--- config.mk ---
export PLATFORM = sky130hd
export DESIGN_NAME = piso_tx_sched
export DESIGN_NICKNAME = d
export VERILOG_FILES = /design/src/rtl/piso_pkg.sv /design/src/rtl/rr_arbiter.sv /design/src/rtl/piso_tx_sched.sv
export SDC_FILE = /design/constraint.sdc
export NUM_CORES = 1
export LEC_CHECK = 0
export CAP_MARGIN = 20
export CORE_MARGIN = 3
export CORE_UTILIZATION = 39
export DETAILED_ROUTE_END_ITERATION = 10
export PLACE_DENSITY_LB_ADDON = 0.2
export SETUP_SLACK_MARGIN = 0.3
export SLEW_MARGIN = 30
export SYNTH_ARGS = -nofsm -noshare
export SYNTH_HDL_FRONTEND = slang
export SYNTH_SLANG_ARGS = --single-unit
--- constraint.sdc ---
create_clock -name clk -period 1.7 [get_ports clk]
set_clock_uncertainty 0.15 [all_clocks]
set_input_delay 0.34 -clock clk [delete_from_list [all_inputs] [get_ports clk]]
set_output_delay 0.34 -clock clk [all_outputs]
set_load 0.01 [all_outputs]
--- src/rtl/piso_pkg.sv ---
// rtl/piso_pkg.sv - shared types, defaults and helpers for the PISO transmit scheduler
package piso_pkg;

    typedef enum logic [1:0] {
        IDLE  = 2'd0,
        LOAD  = 2'd1,
        SHIFT = 2'd2
    } state_t;

    localparam int DEF_WIDTH = 4;
    localparam int DEF_NREQ  = 2;

    function automatic int src_width(input int nreq);
        return (nreq > 2) ? $clog2(nreq) : 1;
    endfunction

endpackage

--- src/rtl/rr_arbiter.sv ---
// rtl/rr_arbiter.sv - combinational round-robin arbiter, priority starts just above ptr
module rr_arbiter
    import piso_pkg::*;
#(
    parameter int NREQ = DEF_NREQ,
    parameter int PW   = src_width(NREQ)
) (
    input  logic [NREQ-1:0] req,
    input  logic [PW-1:0]   ptr,
    output logic [NREQ-1:0] grant
);

    logic found;

    // Walk offsets 1..NREQ from the pointer; the first active request wins.
    always_comb begin
        grant = '0;
        found = 1'b0;
        for (int k = 1; k <= NREQ; k++) begin
            for (int i = 0; i < NREQ; i++) begin
                if (!found && req[i] && (((int'(ptr) + k) % NREQ) == i)) begin
                    grant[i] = 1'b1;
                    found    = 1'b1;
                end
            end
        end
    end

endmodule

--- src/rtl/piso_tx_sched.sv ---
// rtl/piso_tx_sched.sv - shares one PISO between NREQ producers: arbitrate, load, shift WIDTH bits
module piso_tx_sched
    import piso_pkg::*;
#(
    parameter int WIDTH = DEF_WIDTH,
    parameter int NREQ  = DEF_NREQ
) (
    input  logic                         clk,
    input  logic                         clear,
    input  logic [NREQ-1:0]              req_valid,
    input  logic [NREQ*WIDTH-1:0]        req_data,
    output logic [NREQ-1:0]              req_ready,
    output logic                         piso_control,
    output logic [WIDTH-1:0]             piso_data,
    output logic                         ser_valid,
    output logic [src_width(NREQ)-1:0]   tx_src,
    output logic                         tx_done,
    output logic                         busy
);

    localparam int SW = src_width(NREQ);
    localparam int CW = $clog2(WIDTH);
    localparam logic [CW-1:0] LAST = CW'(WIDTH - 1);

    state_t           state;
    state_t           state_nxt;
    logic [CW-1:0]    cnt;
    logic [WIDTH-1:0] hold;
    logic [SW-1:0]    ptr;
    logic [NREQ-1:0]  grant;
    logic [SW-1:0]    gidx;
    logic [WIDTH-1:0] gword;
    logic             xfer;

    rr_arbiter #(
        .NREQ (NREQ),
        .PW   (SW)
    ) u_arb (
        .req   (req_valid),
        .ptr   (ptr),
        .grant (grant)
    );

    always_comb begin
        gidx  = '0;
        gword = '0;
        for (int i = 0; i < NREQ; i++) begin
            if (grant[i]) begin
                gidx  = SW'(i);
                gword = req_data[i*WIDTH +: WIDTH];
            end
        end
    end

    // Grant only ever covers valid requesters, so a non-empty grant in IDLE is a handshake.
    assign xfer = (state == IDLE) && !clear && (grant != '0);

    always_ff @(posedge clk) begin
        if (clear) begin
            state <= IDLE;
        end else begin
            state <= state_nxt;
        end
    end

    always_comb begin
        state_nxt = state;
        case (state)
            IDLE:    if (xfer) state_nxt = LOAD;
            LOAD:    state_nxt = SHIFT;
            SHIFT:   if (cnt == LAST) state_nxt = IDLE;
            default: state_nxt = IDLE;
        endcase
    end

    always_ff @(posedge clk) begin
        if (clear) begin
            cnt    <= '0;
            hold   <= '0;
            ptr    <= SW'(NREQ - 1);
            tx_src <= '0;
        end else begin
            if (xfer) begin
                hold   <= gword;
                tx_src <= gidx;
                ptr    <= gidx;
            end
            if (state == LOAD) begin
                cnt <= '0;
            end else if (state == SHIFT) begin
                cnt <= cnt + CW'(1);
            end
        end
    end

    // Ready is masked by clear so a transfer never appears to happen on a reset edge.
    always_comb begin
        req_ready    = '0;
        piso_control = 1'b0;
        ser_valid    = 1'b0;
        tx_done      = 1'b0;
        busy         = 1'b0;
        case (state)
            IDLE:  req_ready = clear ? '0 : grant;
            LOAD:  busy = 1'b1;
            SHIFT: begin
                piso_control = 1'b1;
                ser_valid    = 1'b1;
                busy         = 1'b1;
                tx_done      = (cnt == LAST);
            end
            default: ;
        endcase
    end

    assign piso_data = hold;

endmodule

==> results of run 1 <==
## repair_timing
action                     4_1_cts  5_1_grt
buffers inserted                 4        1
gates resized for setup         50       15
setup endpoints to repair       20       19
gates cloned                     0        0
pin swaps                        5        5
## critical path, cell delays in order, from the launching register on
cell     delay (ns)
dfxtp_2        0.32
inv_2          0.07
ha_4           0.16
nand2_4        0.05
or2_4          0.24
nor2_4         0.08
buf_6          0.10
## metal layers
metal | GRT usage | vias to the layer above | wire (um)
li1 | - | 284 | -
met1 | 0.215 | 299 | 723
met2 | 0.459 | 31 | 1100
met3 | 0.103 | 13 | 136
met4 | 0.149 | 0 | 99
met5 | 0 | - | 0
## power by group through the flow
stage	Sequential, uW	Clock, uW	Combinational (uW)
2_1_floorplan	305	0	186
3_3_place_gp	295	0	370
3_5_place_dp	297	0	377
4_1_cts	295	223	450
5_1_grt	303	239	554
6_report	300	225	514
## path summary, 6_finish.rpt
check	startpoint	end	cells past startpoint
max	state[1]$_SDFFE_PP0P_	req_ready[1]	6
min	piso_data[3]$_SDFFE_PP0P_	piso_data[3]$_SDFFE_PP0P_	2
max reg2reg	state[0]$_SDFFE_PP0P_	state[1]$_SDFFE_PP0P_	8
min reg2reg	piso_data[3]$_SDFFE_PP0P_	piso_data[3]$_SDFFE_PP0P_	2
## layout by cell type (no fill, tap or decap), types with 3 or more instances in the layout
cell type,instances
clkbuf_4,3
clkdlybuf4s50_1,9
buf_6,7
nor3_1,8
nor2_1,3
clkbuf_2,5
dfxtp_1,8
nor3_2,3
buf_4,17
## metrics by stage
step	hold slack [ns]	setup TNS (ns)	setup WS, ns	util	instance area (um^2)
final	0.364	-0.176	-0.0796	0.880	1030
after global routing	0.375	-0.476	-0.139	0.880	1030
after CTS	0.323	-0.0920	-0.0746	0.854	1000
after detailed placement	0.314	-2.26	-0.603	0.748	876
after global placement	0.305	-2.00	-0.597	0.748	876
after floorplan	0.284	0	0.226	-	544
## cell usage after synthesis (2+ instances only)
cell type	number	area share
dfxtp_1	10	0.39
mux2i_1	2	0.039
ha_1	4	0.098
nor3_1	11	0.11
and2b_1	2	0.029
nor2_1	4	0.029
nand2b_1	2	0.024
nand2_2	2	0.024
inv_1	2	0.015
o32ai_1	4	0.068
## cells by family after synthesis
family                   Yosys count  share of synthesized area
AO/OA/AOI/OAI                      9                      0.137
XOR/XNOR                           1                     0.0171
adder cells (fa/ha/maj)            4                     0.0976
buffers and inverters              4                     0.0366
flip-flops                        10                      0.390
multiplexers                       2                     0.0390
AND/OR/NAND/NOR                   26                      0.283
## state kept, by name, summed over array words and instances (netlist names)
name       flops
cnt            2
tx_src         1
state          2
ptr            1
piso_data      4
## area by class of cell
type                       count  area, um^2
multi-input combinational     42         423
timing repair buffer          41         344
sequential                    10         203
fill                          62         140
clock buffer                   4        36.3
tap                           14        17.5
inverter                       2        7.51
==> results.cfg, run 1 <==
[outcome]
status = finished, violations left
violations = setup timing

[clock_network]
numCtsBuffers = 3
clk_pin_slew_ns = 0.07
cts_hold_buf = 0
clk_path_buf_depth = 2
cts_root_buf = clkbuf_4
clock-sinks = 10
cts_tree = built
h-tree-depth = 1
clkLatencyLatePin_ns = 0.28

[sta]
min_period_ns = 1.78
tightestPinTransition_ns = 0.280
fin_ws_ns = -0.0796
rsz0062_at_grt = yes
fmax_mhz = 562
finalHoldViolations = 0
slew_headroom = 0.812
finalMaxSlewViolations = 0
finalSetupViolations = 4
post-route-period-util = 1.05

[pwr]
netSwitchingFraction = 0.343
vdd_drop_max_mv = 0.666
pwr-share-clk = 0.216
combPwrFrac = 0.495
total_power_uw = 1040
power.leakage_uw = 0.000450
intPower_uw = 682
power_switching_uw = 356
seqPwrFrac = 0.288
powerDensity_nw_per_um2 = 1010

[final_layout]
drive_above_1_share = 0.576
diodes = 0
fin_nets = 116
syn_to_final_growth_pct = 101
layout.cells.non_filler = 113

[synth]
yosysSeqAreaShare = 0.390
syn_avg_cell_area_um2 = 9.16
synth_ff_type = dfxtp_1
synthCells = 56
yosys_warnings = 0
synth-edff-count = 0
syn_area_um2 = 513
ys_ff_latch = 10
syn_nets = 72
async_reset_ff_frac = 0
synth_cell_types = 23

[setup_path]
critPathKind = reg -> out
cp.required_ns = 1.21
crit_fanout = 2
cp-end-kind = output pin
ff2ff_setup_slack_ns = -0.05
startpoint_type = flop
worstPathArrival_ns = 1.29

[routing]
drt_iter0_drc = 8
vias_per_cell = 5.55
antenna_left = 0
post_drt_wl_per_cell_um = 18.2
route.detailed.drc = 0
firstDrtPassIters = 4
vias = 627
drt_wl_total_um = 2060

[global_route]
grt_pass1_vias = 708
grt_antenna_before_repair = 0
grt_pass1_wl_um = 3260
grt_max_degree = 11
grt_usage = 0.248
grt_overflow = 0

[hold_path]
hp-class = reg -> reg

[die]
die_y_um = 42.3
core-area_um2 = 1170
die_w_um = 42.3
initial_core_util = 0.438
dieArea_um2 = 1790
num_rows = 12
ios = 23

[placed_design]
dp_cells = 104
routabilityCongestion = 0.779
port_buffers = 22
dpl.hpwl_um = 1000

[job]
drv_cap = 0
No activity file was read; power rests on OpenSTA's default activity.
==> run 2, diff against run 1 <==
Settings changed: RECOVER_POWER from default to 50, SLEW_MARGIN 30 to 5.
==> run 2 against run 1 <==
The flow still finishes with violations (setup timing). Sequential share of layout area grew 0.22 points. First-iteration DRC count grew 13%. Final area shrank 1.1%. Critical path depth is the same. Core utilization shrank 0.96 points. Critical endpoint unchanged.
==> results.cfg, run 2 (synthesis gave the netlist of run 1 again) <==
[outcome]
status = finished, violations left
violations = setup timing

[pwr]
total_power_uw = 1030
power_switching_uw = 357
combPwrFrac = 0.490
intPower_uw = 673
powerDensity_nw_per_um2 = 1010
power.leakage_uw = 0.000435
seqPwrFrac = 0.291
pwr-share-clk = 0.219
vdd_drop_max_mv = 0.663
netSwitchingFraction = 0.347

[die]
ios = 23
core-area_um2 = 1170
die_y_um = 42.3
initial_core_util = 0.438
dieArea_um2 = 1790
num_rows = 12
die_w_um = 42.3

[setup_path]
rr_startpoint = state[0]$_SDFFE_PP0P_
worstPathArrival_ns = 1.29
cp-end-kind = output pin
worstSetupStartpoint = state[1]$_SDFFE_PP0P_
cp.required_ns = 1.21
r2r_end = state[1]$_SDFFE_PP0P_
path_cells = inv_2, ha_4, nand2_4, or2_4, nor2_4, buf_6
endpoint = req_ready[1]
crit_fanout = 2
cpMaxStageDelayCell = dfxtp_2
startpoint_type = flop
critPathKind = reg -> out
max_stage_delay_ns = 0.32
ff2ff_setup_slack_ns = -0.05
ff2ff_path_depth = 8

[job]
drv_cap = 0

[final_layout]
drive_above_1_share = 0.535
fin_nets = 116
layout.cells.non_filler = 113
finish.utilization = 0.871
layout_commonest_cell = buf_4
syn_to_final_growth_pct = 98.8
fill_cells = 62
layout_common_cells = buf_4, clkdlybuf4s50_1, nor3_1, dfxtp_1, buf_6
largest_register_ffs = 4
diodes = 0

[placed_design]
dpl.hpwl_um = 1000
dp_cells = 104
port_buffers = 22
routabilityCongestion = 0.779

[sta]
finalMaxSlewViolations = 0
fin_ws_ns = -0.0803
post-route-period-util = 1.05
slew_headroom = 0.810
tightestPinTransition_ns = 0.283
finalSetupViolations = 5
finalHoldViolations = 0
fmax_mhz = 562
rsz0062_at_grt = yes
tns_ns = -0.175
min_period_ns = 1.78

[clock_network]
numCtsBuffers = 3
h-tree-depth = 1
clock-sinks = 10
clkLatencyLatePin_ns = 0.28
clk_pin_slew_ns = 0.07
cts_hold_buf = 0
clk_path_buf_depth = 2
cts_root_buf = clkbuf_4
cts_tree = built

[global_route]
grt_pass1_wl_um = 3260
grt_antenna_before_repair = 0
grt_usage = 0.248
grt_overflow = 0
grt_pass1_vias = 708
grt_max_degree = 11

[routing]
post_drt_wl_per_cell_um = 18.3
route.detailed.drc = 0
firstDrtPassIters = 4
vias_per_cell = 5.49
vias = 620
drt_wl_total_um = 2070
drt_iter0_drc = 9
antenna_left = 0

[hold_path]
hp-class = reg -> reg
-- run 2: cell type report --
type | instances | area [um^2] | area share
clock buffer | 4 | 36.3 | 0.0356
inverter | 2 | 7.51 | 0.00736
multi-input combinational | 42 | 423 | 0.415
sequential | 10 | 203 | 0.199
tap | 14 | 17.5 | 0.0172
timing repair buffer | 41 | 333 | 0.326
-- run 2: what timing repair did --
action                                  in CTS  in global routing
pin swaps                                    5                  5
endpoints found under the setup margin      20                 19
gates resized for setup                     50                 15
setup buffers                                4                  1
-- run 2: worst min path at each step --
stage	startpoint	endpoint	slack [ns]	cells past startpoint
floorplan	clear	ptr$_SDFFE_PP1P_	0.28	1
finish	piso_data[3]$_SDFFE_PP0P_	piso_data[3]$_SDFFE_PP0P_	0.36	2
detailed placement	tx_src$_SDFFE_PP0P_	tx_src$_SDFFE_PP0P_	0.31	2
global route	tx_src$_SDFFE_PP0P_	tx_src$_SDFFE_PP0P_	0.37	2
CTS	tx_src$_SDFFE_PP0P_	tx_src$_SDFFE_PP0P_	0.32	2
global placement	tx_src$_SDFFE_PP0P_	tx_src$_SDFFE_PP0P_	0.30	2
-- run 2: routing by layer --
layer | vias to the layer above | part of all wire | global-route usage
met4 | 0 | 0.048 | 0.149
li1 | 283 | - | -
met1 | 295 | 0.36 | 0.215
met2 | 29 | 0.53 | 0.459
met5 | - | 0 | 0
met3 | 13 | 0.069 | 0.103
-- run 2: power by group through the flow --
stage          clock network (uW)  logic, uW  registers (uW)
2_1_floorplan                   0        186             305
3_3_place_gp                    0        370             295
3_5_place_dp                    0        377             297
4_1_cts                       223        450             295
5_1_grt                       239        543             303
6_report                      225        505             299
-- run 2: stage by stage --
| stage | setup slack [ns] | cell area [um^2] | hold slack, ns |
|---|---|---|---|
| detailed placement | -0.603 | 876 | 0.314 |
| CTS | -0.0746 | 1000 | 0.323 |
| global route | -0.139 | 1020 | 0.375 |
| global placement | -0.597 | 876 | 0.305 |
| floorplan | 0.226 | 544 | 0.284 |
| finish | -0.0803 | 1020 | 0.363 |
-- run 2: worst max-delay path, delay by kind of cell (launching register included) --
| kind | cells | cell delay, ns |
|---|---|---|
| fa+ha+maj | 1 | 0.16 |
| simple gates | 3 | 0.37 |
| flops | 1 | 0.32 |
| buf+inv | 2 | 0.17 |
